--- src/rtl/slave_rx_burst_if.sv ---
// Handshake and data bus between a burst master and slave_rx_burst.
// The master drives the request and word strobes. The slave returns the handshake flags and the captured words.
interface slave_rx_burst_if #(
   parameter int DATA_W    = 3,
   parameter int MAX_BURST = 4
);
   localparam int LEN_W = $clog2(MAX_BURST + 1);

   logic              request;
   logic [LEN_W-1:0]  burst_len;
   logic              valid;
   logic [DATA_W-1:0] data_in;
   logic              ack;
   logic              notice;
   logic [DATA_W-1:0] data;
   logic              data_vld;
   logic [LEN_W-1:0]  word_idx;
   logic              done;
   logic              err;

   modport master (
      output request, burst_len, valid, data_in,
      input  ack, notice, data, data_vld, word_idx, done, err
   );

   modport slave (
      input  request, burst_len, valid, data_in,
      output ack, notice, data, data_vld, word_idx, done, err
   );
endinterface

--- src/rtl/slave_rx_burst.sv ---
// Burst receiver. It accepts a request, waits ACK_DELAY cycles with notice high, and then acks.
// While acked it collects up to len words and ends with done, or with err if no word arrives within TIMEOUT cycles.
module slave_rx_burst #(
   parameter int DATA_W    = 3,
   parameter int MAX_BURST = 4,
   parameter int ACK_DELAY = 100000000,
   parameter int TIMEOUT   = 200000000
) (
   input logic            clk,
   input logic            rst_n,
   slave_rx_burst_if.slave bus
);
   localparam int LEN_W   = $clog2(MAX_BURST + 1);
   localparam int CNT_MAX = (ACK_DELAY > TIMEOUT) ? ACK_DELAY : TIMEOUT;
   localparam int CNT_W   = $clog2(CNT_MAX + 1);

   localparam logic [LEN_W-1:0] MAX_LEN  = LEN_W'(MAX_BURST);
   localparam logic [CNT_W-1:0] ACK_LAST = CNT_W'(ACK_DELAY - 1);
   localparam logic [CNT_W-1:0] TO_LAST  = CNT_W'(TIMEOUT - 1);

   typedef enum logic [1:0] {
      IDLE     = 2'd0,
      WAIT_ACK = 2'd1,
      RECV     = 2'd2
   } state_t;

   state_t           state;
   logic [CNT_W-1:0] cnt;      // ack delay in WAIT_ACK, idle-cycle timeout in RECV
   logic [LEN_W-1:0] len;
   logic [LEN_W-1:0] rcv_cnt;
   logic [LEN_W-1:0] len_next;

   // A zero request length still moves one word. Oversized requests are clamped.
   always_comb begin
      // NOTE: assign the default before any branch so that no path leaves len_next unassigned (which would infer a latch).
      len_next = bus.burst_len;
      if (bus.burst_len == '0)
         len_next = LEN_W'(1);
      else if (bus.burst_len > MAX_LEN)
         len_next = MAX_LEN;
   end

   // NOTE: all state updates use non-blocking assignments so every register samples the pre-edge values.
   always_ff @(posedge clk or negedge rst_n) begin
      if (!rst_n) begin
         state        <= IDLE;
         cnt          <= '0;
         len          <= '0;
         rcv_cnt      <= '0;
         bus.ack      <= 1'b0;
         bus.notice   <= 1'b0;
         bus.data     <= '0;
         bus.data_vld <= 1'b0;
         bus.word_idx <= '0;
         bus.done     <= 1'b0;
         bus.err      <= 1'b0;
      end else begin
         bus.data_vld <= 1'b0;
         bus.done     <= 1'b0;
         bus.err      <= 1'b0;
         case (state)
            IDLE: begin
               if (bus.request) begin
                  state      <= WAIT_ACK;
                  bus.notice <= 1'b1;
                  len        <= len_next;
                  cnt        <= '0;
                  rcv_cnt    <= '0;
               end
            end
            WAIT_ACK: begin
               if (cnt == ACK_LAST) begin
                  state      <= RECV;
                  bus.notice <= 1'b0;
                  bus.ack    <= 1'b1;
                  cnt        <= '0;
               end else begin
                  cnt <= cnt + CNT_W'(1);
               end
            end
            RECV: begin
               // A word arriving on the expiry cycle wins over the timeout.
               if (bus.valid) begin
                  bus.data     <= DATA_W'(bus.data_in);
                  bus.word_idx <= rcv_cnt;
                  bus.data_vld <= 1'b1;
                  rcv_cnt      <= rcv_cnt + LEN_W'(1);
                  cnt          <= '0;
                  if (rcv_cnt + LEN_W'(1) == len) begin
                     state    <= IDLE;
                     bus.ack  <= 1'b0;
                     bus.done <= 1'b1;
                  end
               end else if (cnt == TO_LAST) begin
                  state   <= IDLE;
                  bus.ack <= 1'b0;
                  bus.err <= 1'b1;
                  cnt     <= '0;
               end else begin
                  cnt <= cnt + CNT_W'(1);
               end
            end
            default: begin
               state      <= IDLE;
               bus.ack    <= 1'b0;
               bus.notice <= 1'b0;
               cnt        <= '0;
            end
         endcase
      end
   end
endmodule
--- src/flat_wrapper.sv ---
// flat-port wrapper written by rule: the top's interface ports become plain ports
module slave_rx_burst_flat 
#(
   parameter int DATA_W    = 3,
   parameter int MAX_BURST = 4,
   parameter int ACK_DELAY = 100000000,
   parameter int TIMEOUT   = 200000000
)
  (clk, rst_n, bus_request, bus_burst_len, bus_valid, bus_data_in, bus_ack, bus_notice, bus_data, bus_data_vld, bus_word_idx, bus_done, bus_err);
  slave_rx_burst_if #(.DATA_W(DATA_W), .MAX_BURST(MAX_BURST)) bus_i ();
  input logic clk;
  input logic rst_n;
  input wire logic [$bits(bus_i.request)-1:0] bus_request;
  input wire logic [$bits(bus_i.burst_len)-1:0] bus_burst_len;
  input wire logic [$bits(bus_i.valid)-1:0] bus_valid;
  input wire logic [$bits(bus_i.data_in)-1:0] bus_data_in;
  output wire logic [$bits(bus_i.ack)-1:0] bus_ack;
  output wire logic [$bits(bus_i.notice)-1:0] bus_notice;
  output wire logic [$bits(bus_i.data)-1:0] bus_data;
  output wire logic [$bits(bus_i.data_vld)-1:0] bus_data_vld;
  output wire logic [$bits(bus_i.word_idx)-1:0] bus_word_idx;
  output wire logic [$bits(bus_i.done)-1:0] bus_done;
  output wire logic [$bits(bus_i.err)-1:0] bus_err;
  assign bus_i.request = bus_request;
  assign bus_i.burst_len = bus_burst_len;
  assign bus_i.valid = bus_valid;
  assign bus_i.data_in = bus_data_in;
  assign bus_ack = bus_i.ack;
  assign bus_notice = bus_i.notice;
  assign bus_data = bus_i.data;
  assign bus_data_vld = bus_i.data_vld;
  assign bus_word_idx = bus_i.word_idx;
  assign bus_done = bus_i.done;
  assign bus_err = bus_i.err;
  slave_rx_burst #(.DATA_W(DATA_W), .MAX_BURST(MAX_BURST), .ACK_DELAY(ACK_DELAY), .TIMEOUT(TIMEOUT)) u_core (.clk(clk), .rst_n(rst_n), .bus(bus_i));
endmodule
--- config.mk ---
export PLATFORM = sky130hd
export DESIGN_NAME = slave_rx_burst_flat
export DESIGN_NICKNAME = d
export VERILOG_FILES = /design/src/rtl/slave_rx_burst_if.sv /design/src/rtl/slave_rx_burst.sv /design/src/flat_wrapper.sv
export SDC_FILE = /design/constraint.sdc
export NUM_CORES = 1
export LEC_CHECK = 0
export CORE_ASPECT_RATIO = 0.75
export CORE_MARGIN = 2
export CORE_UTILIZATION = 40
export DETAILED_ROUTE_END_ITERATION = 8
export DONT_BUFFER_PORTS = 1
export HOLD_SLACK_MARGIN = 0.1
export MAX_ROUTING_LAYER = met4
export RECOVER_POWER = 25
export SLEW_MARGIN = 40
export SYNTH_ARGS = -nofsm -noshare
export SYNTH_HDL_FRONTEND = slang
export SYNTH_SLANG_ARGS = --single-unit
--- constraint.sdc ---
create_clock -name clk -period 3.5 [get_ports clk]
set_clock_uncertainty 0.1 [all_clocks]
set_input_delay 0.7 -clock clk [delete_from_list [all_inputs] [get_ports clk]]
set_output_delay 0.7 -clock clk [all_outputs]
set_load 0.05 [all_outputs]
After elaboration in Yosys (flattened, before gate mapping)
Index checks and enable logic that the tools add are counted.

Register bits: 47. Input port bits: 10. Output and inout bits: 11. Logic and storage cells: 67.

Add/sub/neg operators: 2. Magnitude comparators: 1. Eq/ne operators: 10. Mux-type cells: 32. Bitwise gates (word level): 2. Reductions and logical operators: 9.

Operators with widths (number): $mux W28 (4); $pmux W28 S3 (1); $add A28 B1 Y28 const B (1); $eq A28 B27 Y1 const B (1); $eq A28 B28 Y1 const B (1); $mux W1 (14); $mux W3 (4); $mux W2 (5); $reduce_and A4 Y1 (2); $ne A3 B2 Y1 const B (2); $pmux W1 S3 (2); $pmux W2 S3 (1); $pmux W3 S2 (1); $reduce_and A3 Y1 (2); $ne A2 B2 Y1 const B (2); $reduce_and A2 Y1 (2); $add A3 B1 Y3 const B (1); $eq A3 B3 Y1 (1); $gt A3 B3 Y1 const B (1); $logic_not A3 Y1 (1); $eq A2 B1 Y1 const B (1); $eq A2 B2 Y1 const B (1); $logic_not A2 Y1 (1); $ne A2 B1 Y1 const B (1); 2 further kinds (3).

Logic depth before layout (Yosys ltp)
Gate-level depths: netlist of run 1.

Depth in word-level cells: 5. Mapped depth: 9. Gate-level depth less buffers: 7.

Worst setup path before layout of run 1
OpenSTA, ideal clock, no wires.

Path type: register to register. Start point: reg u_core.state[1]. End point: reg u_core.cnt[25]. Setup time: 0.137 ns. Data arrival time: 2.031 ns. Data required time: 3.263 ns. Setup slack: 1.232 ns. Cell stages (with the launch flop): 10. Buffers on the path: 2. Period minus slack after synthesis: 2.268 ns. Cell sequence: dfrtp_1 > inv_1 > ha_1 > nor2b_1 > buf_2 > or4_1 > clkbuf_1 > nor4_2 > xnor2_1 > a21oi_1.

Word-level cells in the longest chain between the ends: 2. Elaborated cells on any way between the ends: 5. Classes of those cells: eq/ne (3); mux (1); reduce/logical (1).

RTL lines: start: declaration (RTL line slave_rx_burst.sv:27) `state_t state;`; start signal: assignment (RTL line slave_rx_burst.sv:46) `state <= IDLE;`; start signal: assignment (RTL line slave_rx_burst.sv:64) `state <= WAIT_ACK;`; start signal: assignment (RTL line slave_rx_burst.sv:73) `state <= RECV;`; $eq A2 B2 Y1, or another cell as far along (RTL line slave_rx_burst.sv:61) `case (state)`; $pmux W28 S3 / $ne A2 B2 Y1 (equally long branches); end signal: assignment (RTL line slave_rx_burst.sv:78) `cnt <= cnt + CNT_W'(1);`; end signal: assignment (RTL line slave_rx_burst.sv:100) `cnt <= cnt + CNT_W'(1);`; end: declaration (RTL line slave_rx_burst.sv:28) `logic [CNT_W-1:0] cnt;`.

Several ways; a longest one is shown, not always the timed one. A chain may end at the register's enable or synchronous reset.

Worst setup path after layout of run 1
Start point: reg u_core.cnt[19]. End point: reg u_core.cnt[6].

Word-level cells in the longest chain between the ends: 4. Elaborated cells on any way between the ends: 6. Classes of those cells: eq/ne (2); mux (4).

RTL lines: $eq A28 B28 Y1 (RTL line slave_rx_burst.sv:94) `end else if (cnt == TO_LAST) begin`; $mux W28 (RTL line slave_rx_burst.sv:94); $mux W28 (RTL line slave_rx_burst.sv:83) `if (bus.valid) begin`; $pmux W28 S3 * (RTL line slave_rx_burst.sv:61).

Mark *: on every way between the ends. The rest lies on a longest branch, timed or not.

==> results of run 1 <==
==> flip-flops by register name (all words and copies together), names as in the netlist <==
register / count
u_core.cnt: 28
u_core.bus.data: 3
u_core.bus.word_idx: 3
u_core.len: 3
u_core.rcv_cnt: 3
u_core.state: 2
u_core.bus.ack: 1
u_core.bus.data_vld: 1
u_core.bus.done: 1
u_core.bus.err: 1
u_core.bus.notice: 1
==> placed cells by master, fill, tap and decap left out, types with 2 or more instances in the layout <==
cell | netlist | layout
sky130_fd_sc_hd__o211ai_1 | 6 | 6
sky130_fd_sc_hd__nor4_2 | 2 | 3
sky130_fd_sc_hd__clkbuf_8 | 0 | 5
sky130_fd_sc_hd__a21oi_1 | 21 | 21
sky130_fd_sc_hd__nor4_1 | 4 | 3
sky130_fd_sc_hd__dfrtp_1 | 47 | 47
sky130_fd_sc_hd__a31oi_2 | 1 | 2
sky130_fd_sc_hd__o2111ai_1 | 3 | 3
sky130_fd_sc_hd__nand2_1 | 32 | 32
sky130_fd_sc_hd__inv_1 | 10 | 10
sky130_fd_sc_hd__nor3_1 | 14 | 14
sky130_fd_sc_hd__xnor2_1 | 15 | 15
sky130_fd_sc_hd__nor2_1 | 9 | 9
sky130_fd_sc_hd__nand4_1 | 9 | 9
sky130_fd_sc_hd__or3_1 | 4 | 4
sky130_fd_sc_hd__nor2b_1 | 3 | 3
sky130_fd_sc_hd__nand3b_1 | 2 | 2
sky130_fd_sc_hd__nand2b_1 | 2 | 2
sky130_fd_sc_hd__o21ai_0 | 6 | 6
sky130_fd_sc_hd__o32a_1 | 2 | 2
sky130_fd_sc_hd__and3_1 | 2 | 2
sky130_fd_sc_hd__nand3_1 | 10 | 10
sky130_fd_sc_hd__o221ai_1 | 3 | 3
sky130_fd_sc_hd__nor3b_1 | 3 | 3
sky130_fd_sc_hd__buf_4 | 1 | 6
sky130_fd_sc_hd__ha_1 | 5 | 5
sky130_fd_sc_hd__xor2_1 | 6 | 6
sky130_fd_sc_hd__bufinv_16 | 0 | 2
sky130_fd_sc_hd__mux2_2 | 8 | 8
sky130_fd_sc_hd__or4_1 | 2 | 2
sky130_fd_sc_hd__or4b_1 | 2 | 2
==> area by class of cell <==
class,instances,share of cell area (%)
multi-input cells,197,47.1
flip-flops and latches,47,40.8
well taps,81,3.52
repair buffers,7,2.52
clock buffers,5,2.39
clock inverters,3,2.34
inverters,10,1.30
==> final timing paths <==
kind / start / to / slack [ps]
max: u_core.cnt[19]$_DFFE_PN0N_ / u_core.cnt[6]$_DFFE_PN0N_ / 850
min reg2reg: u_core.len[0]$_DFFE_PN0P_ / u_core.len[0]$_DFFE_PN0P_ / 410
max reg2reg: u_core.cnt[19]$_DFFE_PN0N_ / u_core.cnt[6]$_DFFE_PN0N_ / 850
max in group asynchronous: rst_n / u_core.state[0]$_DFFE_PN0P_ / 2940
min: rst_n / u_core.len[2]$_DFFE_PN0P_ / 130
min in group clk: bus_burst_len[2] / u_core.len[0]$_DFFE_PN0P_ / 390
==> Yosys cell counts (4+ instances only) <==
| library cell | number |
|---|---|
| sky130_fd_sc_hd__buf_6 | 4 |
| sky130_fd_sc_hd__clkbuf_1 | 9 |
| sky130_fd_sc_hd__nor4_1 | 4 |
| sky130_fd_sc_hd__ha_1 | 5 |
| sky130_fd_sc_hd__mux2_2 | 8 |
| sky130_fd_sc_hd__nand2_1 | 32 |
| sky130_fd_sc_hd__nor3_1 | 14 |
| sky130_fd_sc_hd__nand4_1 | 9 |
| sky130_fd_sc_hd__or3_1 | 4 |
| sky130_fd_sc_hd__nor2_1 | 9 |
| sky130_fd_sc_hd__nand3_1 | 10 |
| sky130_fd_sc_hd__xnor2_1 | 15 |
| sky130_fd_sc_hd__o211ai_1 | 6 |
| sky130_fd_sc_hd__o21ai_0 | 6 |
| sky130_fd_sc_hd__inv_1 | 10 |
| sky130_fd_sc_hd__dfrtp_1 | 47 |
| sky130_fd_sc_hd__a21oi_1 | 21 |
| sky130_fd_sc_hd__xor2_1 | 6 |
==> per-layer routing <==
metal / up-vias / global-route usage (%) / wire length [um]
li1: 985 / - / -
met1: 975 / 27.7 / 3090
met3: 4 / 3.20 / 210
met5: - / - / 0
met2: 41 / 22.8 / 2270
met4: 0 / 5.09 / 54
==> power breakdown <==
part	total [mW]	switching [mW]	internal, mW
combinational	0.344	0.222	0.122
clock	0.474	0.189	0.285
sequential	0.658	0.0752	0.583
total	1.48	0.486	0.989
==> per-stage QoR <==
step / hold slack, ps / std cells / setup WS (ps)
after floorplan: 304 / 269 / 1230
after global placement: 306 / 341 / 856
after detailed placement: 306 / 341 / 852
after CTS: 141 / 350 / 833
after global routing: 138 / 350 / 666
final: 133 / 350 / 850
==> logic make-up after synthesis <==
group	after synthesis
AO/OA/AOI/OAI	55
XOR/XNOR	22
adder cells (fa/ha/maj)	5
buffers and inverters	25
flip-flops	47
multiplexers	8
AND/OR/NAND/NOR	107
==> impl_metrics.json, run 1 <==
{
  "path_class": "register to register",
  "max_stage_delay_ps": 560,
  "top_area_cells_in_the_synthesized_netlist": "sky130_fd_sc_hd__dfrtp_1 44%, sky130_fd_sc_hd__xnor2_1 5.0%, sky130_fd_sc_hd__nand2_1 4.5%, sky130_fd_sc_hd__a21oi_1 4.0%, sky130_fd_sc_hd__mux2_2 3.4%",
  "yosysTopAreaCellShare_pct": 44.4,
  "antenna_cells": 0,
  "ctsResizeCount": 0,
  "critPathLaunchType": "register",
  "timing.setup.tns_ps": 0,
  "reg2regPathDepth": 6,
  "synthArstFlopShare_pct": 100,
  "clock_root_cell": "sky130_fd_sc_hd__clkbuf_8",
  "slew_at_the_pin_with_the_worst_max_slew_slack_ps": 689,
  "synth-compound-area-share_pct": 14.4,
  "cp.required_ps": 3560,
  "setup_viol": 0,
  "first_global_vias": 1907,
  "timing_hold_violations_final": 0,
  "synth_seq_cells": 47,
  "post-cts-setup-buffer-count": 0,
  "synth_largest_area_cell": "sky130_fd_sc_hd__dfrtp_1",
  "critical_path.cell_chain": "or4b_1 > nor4_2 > a31oi_2 > o21ai_2 > buf_4 > o221ai_1",
  "layout.nets": 283,
  "power.ir.vdd_worst_mv": 0.346,
  "layout.filler_cells": 604,
  "min_path_type": "primary input to asynchronous set/reset pin",
  "synth_top_family_by_area": "simple AND/OR/NAND/NOR gates",
  "postLayoutCoreUtil_pct": 45.4,
  "synth.mux.area_fraction_pct": 3.40,
  "drc": 0,
  "post_synth_fa_ha_maj_area_fraction_pct": 2.36,
  "clock_latency_ps": 300,
  "cts_max_path_buffers": 2,
  "worstSetupEndpointType": "register",
  "floorplan.core_area_um2": 6350,
  "synth-edff-count": 0,
  "firstDrtPassIters": 4,
  "multi_input_comb_area_um2": 1360,
  "synth-seq-area-share_pct": 44.4,
  "initial_utilization_pct": 41.7,
  "cts_tree": "yes",
  "grt_antenna_before_repair": 0,
  "ys_dominant_reg_cell": "sky130_fd_sc_hd__dfrtp_1",
  "synth.avg_cell_area_um2": 9.85,
  "total_clock_buffers_created_by_cts": 5,
  "synthXorXnorAreaFrac_pct": 7.79,
  "run_status": "finished, final reports clean",
  "highest_delay_cell_along_the_critical_path": "sky130_fd_sc_hd__or4b_1",
  "routed-via-count": 2005,
  "rsz0062_at_grt": "no",
  "grt.total_usage_pct": 17.7,
  "synth_fp_nets": 284,
  "clk_transition_reported_paths_ps": 90,
  "flow.area_growth_from_synthesis_pct": 8.73,
  "routedWlPerCell_um": 16.1,
  "ys_types": 52,
  "die_w_um": 98.0,
  "placement.cell_area_um2": 2710,
  "slew_violations": 0,
  "clkSinkCount": 47,
  "die_area_um2": 7300,
  "routed_via_density": 5.73,
  "portBuffers": 0,
  "syn_area_um2": 2650,
  "grt_remaining_overflow": 0,
  "std_cell_rows": 25,
  "worstPathArrival_ps": 2710,
  "cts_hold_buf": 1,
  "synth-simple-area-share_pct": 22.8,
  "routed_wl_mm": 5.63,
  "number_of_stages_on_the_worst_setup_path": 6,
  "pin_count_of_the_biggest_net_entering_global_routing": 48,
  "power_mw": 1.48,
  "crit_buf_inv": 1,
  "clock.fmax_mhz": 377,
  "yosys_warnings": 0,
  "num_io_pins": 21,
  "cap_viol_max_count": 0,
  "layout_worst_path_cycle_share_pct": 75.7,
  "initialDrtViolationCount": 150,
  "dp_hpwl_mm": 4.00,
  "post_route_cells_drive_above_1_share_pct": 13.0,
  "post_synth_inst_count": 269,
  "clock_tree.htree_level_count": 2,
  "final-seq-area_um2": 1180,
  "max_slew_margin_pct": 54.0,
  "globalplace.congestion": 0.844,
  "grt_pass1_wl_mm": 9.87,
  "fp.dieH_um": 74.5,
  "final_design_area_no_fill_um2": 2880,
  "power.leakage_nw": 1.08,
  "layout_min_cycle_time_ps": 2650,
  "ant_nets": 0,
  "path_max_fanout": 11,
  "power_density_nw_per_um2": 512,
  "critical-path-top-delay-family": "simple AND/OR/NAND/NOR gates"
}
No activity file was read; power rests on OpenSTA's default activity.
==> run 2, diff against run 1 <==
==> constraint.sdc (replaced) <==
create_clock -name clk -period 2.6 [get_ports clk]
set_clock_uncertainty 0.1 [all_clocks]
set_input_delay 0.52 -clock clk [delete_from_list [all_inputs] [get_ports clk]]
set_output_delay 0.52 -clock clk [all_outputs]
set_load 0.05 [all_outputs]
==> run 2 against run 1 <==
Via count is 0.20% higher; first-iteration DRC count is 3.3% lower; count of clock-buffer cells in the layout did not move; sequential cell count stayed put; register-to-register slack worse by 690 ps; critical path depth rose by 3; largest power group unchanged.
==> impl_metrics.json, run 2 (synthesis results as in run 1) <==
{
  "cts_tree": "yes",
  "portBuffers": 0,
  "ant_nets": 0,
  "power.ir.vdd_worst_mv": 0.410,
  "first_global_vias": 1888,
  "worstSetupStartpoint": "u_core.state[1]$_DFFE_PN0P_",
  "routed_wl_mm": 5.88,
  "globalplace.congestion": 0.849,
  "largest_register": "u_core.cnt",
  "grt_pass1_wl_mm": 10.0,
  "total_clock_buffers_created_by_cts": 5,
  "initial_utilization_pct": 41.7,
  "die_area_um2": 7300,
  "post-cts-setup-buffer-count": 0,
  "internal_power_component_mw": 1.24,
  "clock_root_cell": "sky130_fd_sc_hd__clkbuf_8",
  "clock.fmax_mhz": 410,
  "layout.cells.most_common_list": "47 x sky130_fd_sc_hd__dfrtp_1, 32 x sky130_fd_sc_hd__nand2_1, 21 x sky130_fd_sc_hd__a21oi_1",
  "final_design_area_no_fill_um2": 2900,
  "clock_tree.htree_level_count": 2,
  "slew_violations": 0,
  "clk_transition_reported_paths_ps": 90,
  "worstSetupEndpointType": "register",
  "power.leakage_nw": 1.11,
  "swShare_pct": 34.8,
  "power.sequential.fraction_pct": 46.5,
  "timing.setup.tns_ps": 0,
  "largest_register_ffs": 28,
  "run_status": "finished, final reports clean",
  "slew_at_the_pin_with_the_worst_max_slew_slack_ps": 1170,
  "layout_min_cycle_time_ps": 2440,
  "grt_antenna_before_repair": 0,
  "post_route_cells_drive_above_1_share_pct": 14.7,
  "layout_worst_path_cycle_share_pct": 93.9,
  "filler_free_cell_count_of_the_finished_design": 359,
  "pin_count_of_the_biggest_net_entering_global_routing": 48,
  "path_max_fanout": 17,
  "die_w_um": 98.0,
  "initialDrtViolationCount": 145,
  "dp.cells": 349,
  "reg2reg_from": "u_core.state[1]$_DFFE_PN0P_",
  "rsz0062_at_grt": "no",
  "min_path_type": "primary input to register",
  "std_cell_rows": 25,
  "dp_hpwl_mm": 4.20,
  "min-delay-start": "bus_burst_len[2]",
  "clkSinkCount": 47,
  "power.share.clock_pct": 29.0,
  "routed-via-count": 2009,
  "flow.area_growth_from_synthesis_pct": 9.25,
  "grt.total_usage_pct": 17.9,
  "clock_latency_ps": 300,
  "firstDrtPassIters": 4,
  "antenna_cells": 0,
  "floorplan.core_area_um2": 6350,
  "final_common_cell": "sky130_fd_sc_hd__dfrtp_1",
  "placement.cell_area_um2": 2770,
  "path_class": "register to register",
  "drc": 0,
  "num_io_pins": 21,
  "power.net_switching_uw": 661,
  "grt_remaining_overflow": 0,
  "routed_via_density": 5.60,
  "critPathLaunchType": "register",
  "comb_power_share_pct": 24.5,
  "ctsResizeCount": 0,
  "layout.nets": 292,
  "cts_max_path_buffers": 2,
  "timing_hold_violations_final": 0,
  "cap_viol_max_count": 0,
  "routedWlPerCell_um": 16.4,
  "max_slew_margin_pct": 22.2,
  "setup_viol": 0,
  "fp.dieH_um": 74.5,
  "worstPathArrival_ps": 2570,
  "power_density_nw_per_um2": 657,
  "cp.required_ps": 2730
}
[run 2: changes by cell type in the layout (fill, tap and decap cells not counted), sizes merged]
cell	before	now
inv	10	11
clkbuf	5	6
buf	7	14
bufinv	2	1
dlygate4sd3	0	1
[run 2: metal layers]
layer	part of all wire (%)	wire length [um]	track usage, %	vias to the layer above
li1	-	-	-	1002
met1	53	3100	27.6	951
met2	41	2440	23.8	50
met3	4.8	280	3.38	6
met4	1.0	59	4.48	0
met5	0	0	-	-
[run 2: per-stage QoR]
step | setup WS (ps) | power (mW) | utilization (%) | hold slack [ps]
finish | 159 | 1.90 | 45.6 | 212
global route | 30.5 | 2.02 | 45.6 | 208
CTS | 192 | 1.93 | 46.0 | 206
detailed placement | 197 | 1.35 | 43.5 | 125
global placement | 234 | 1.34 | 43.5 | 125
floorplan | 332 | 1.24 | - | 124
[run 2: area by class of cell]
cell class / instances / area, um^2
tap: 81 / 101
clock inverter: 3 / 46.3
timing repair buffer: 16 / 120
fill: 603 / 3450
multi-input combinational: 197 / 1350
clock buffer: 5 / 68.8
inverter: 10 / 37.5
sequential: 47 / 1180
[run 2: critical path: stages, from the launching register on]
cell and delay (ps):
sky130_fd_sc_hd__dfrtp_1 410, sky130_fd_sc_hd__inv_1 100, sky130_fd_sc_hd__ha_1 260, sky130_fd_sc_hd__nor2b_1 200, sky130_fd_sc_hd__buf_4 200, sky130_fd_sc_hd__nor4_1 480, sky130_fd_sc_hd__buf_4 230, sky130_fd_sc_hd__nand4_1 110
sky130_fd_sc_hd__xor2_1 160, sky130_fd_sc_hd__a21oi_1 120
[run 2: worst paths after layout]
check	end	slack, ps	cells past startpoint
setup / recovery	u_core.cnt[15]$_DFFE_PN0N_	160	9
hold / removal	u_core.len[0]$_DFFE_PN0P_	210	1
setup reg to reg	u_core.cnt[15]$_DFFE_PN0N_	160	9
hold reg to reg	u_core.len[1]$_DFFE_PN0P_	410	2
max in group asynchronous	u_core.cnt[6]$_DFFE_PN0N_	780	2
min in group asynchronous	u_core.state[1]$_DFFE_PN0P_	920	2
[run 2: what timing repair did]
item                                    4_1_cts  5_1_grt
endpoints found under the hold margin        47        0
hold buffers                                  2        0
endpoints found under the setup margin        0        0
[run 2: power groups by stage]
stage / clock network (mW) / logic (mW) / registers [mW]
final: 0.552 / 0.466 / 0.884
after global routing: 0.604 / 0.517 / 0.894
after CTS: 0.572 / 0.472 / 0.886
after detailed placement: 0 / 0.452 / 0.901
after global placement: 0 / 0.444 / 0.899
after floorplan: 0 / 0.356 / 0.887
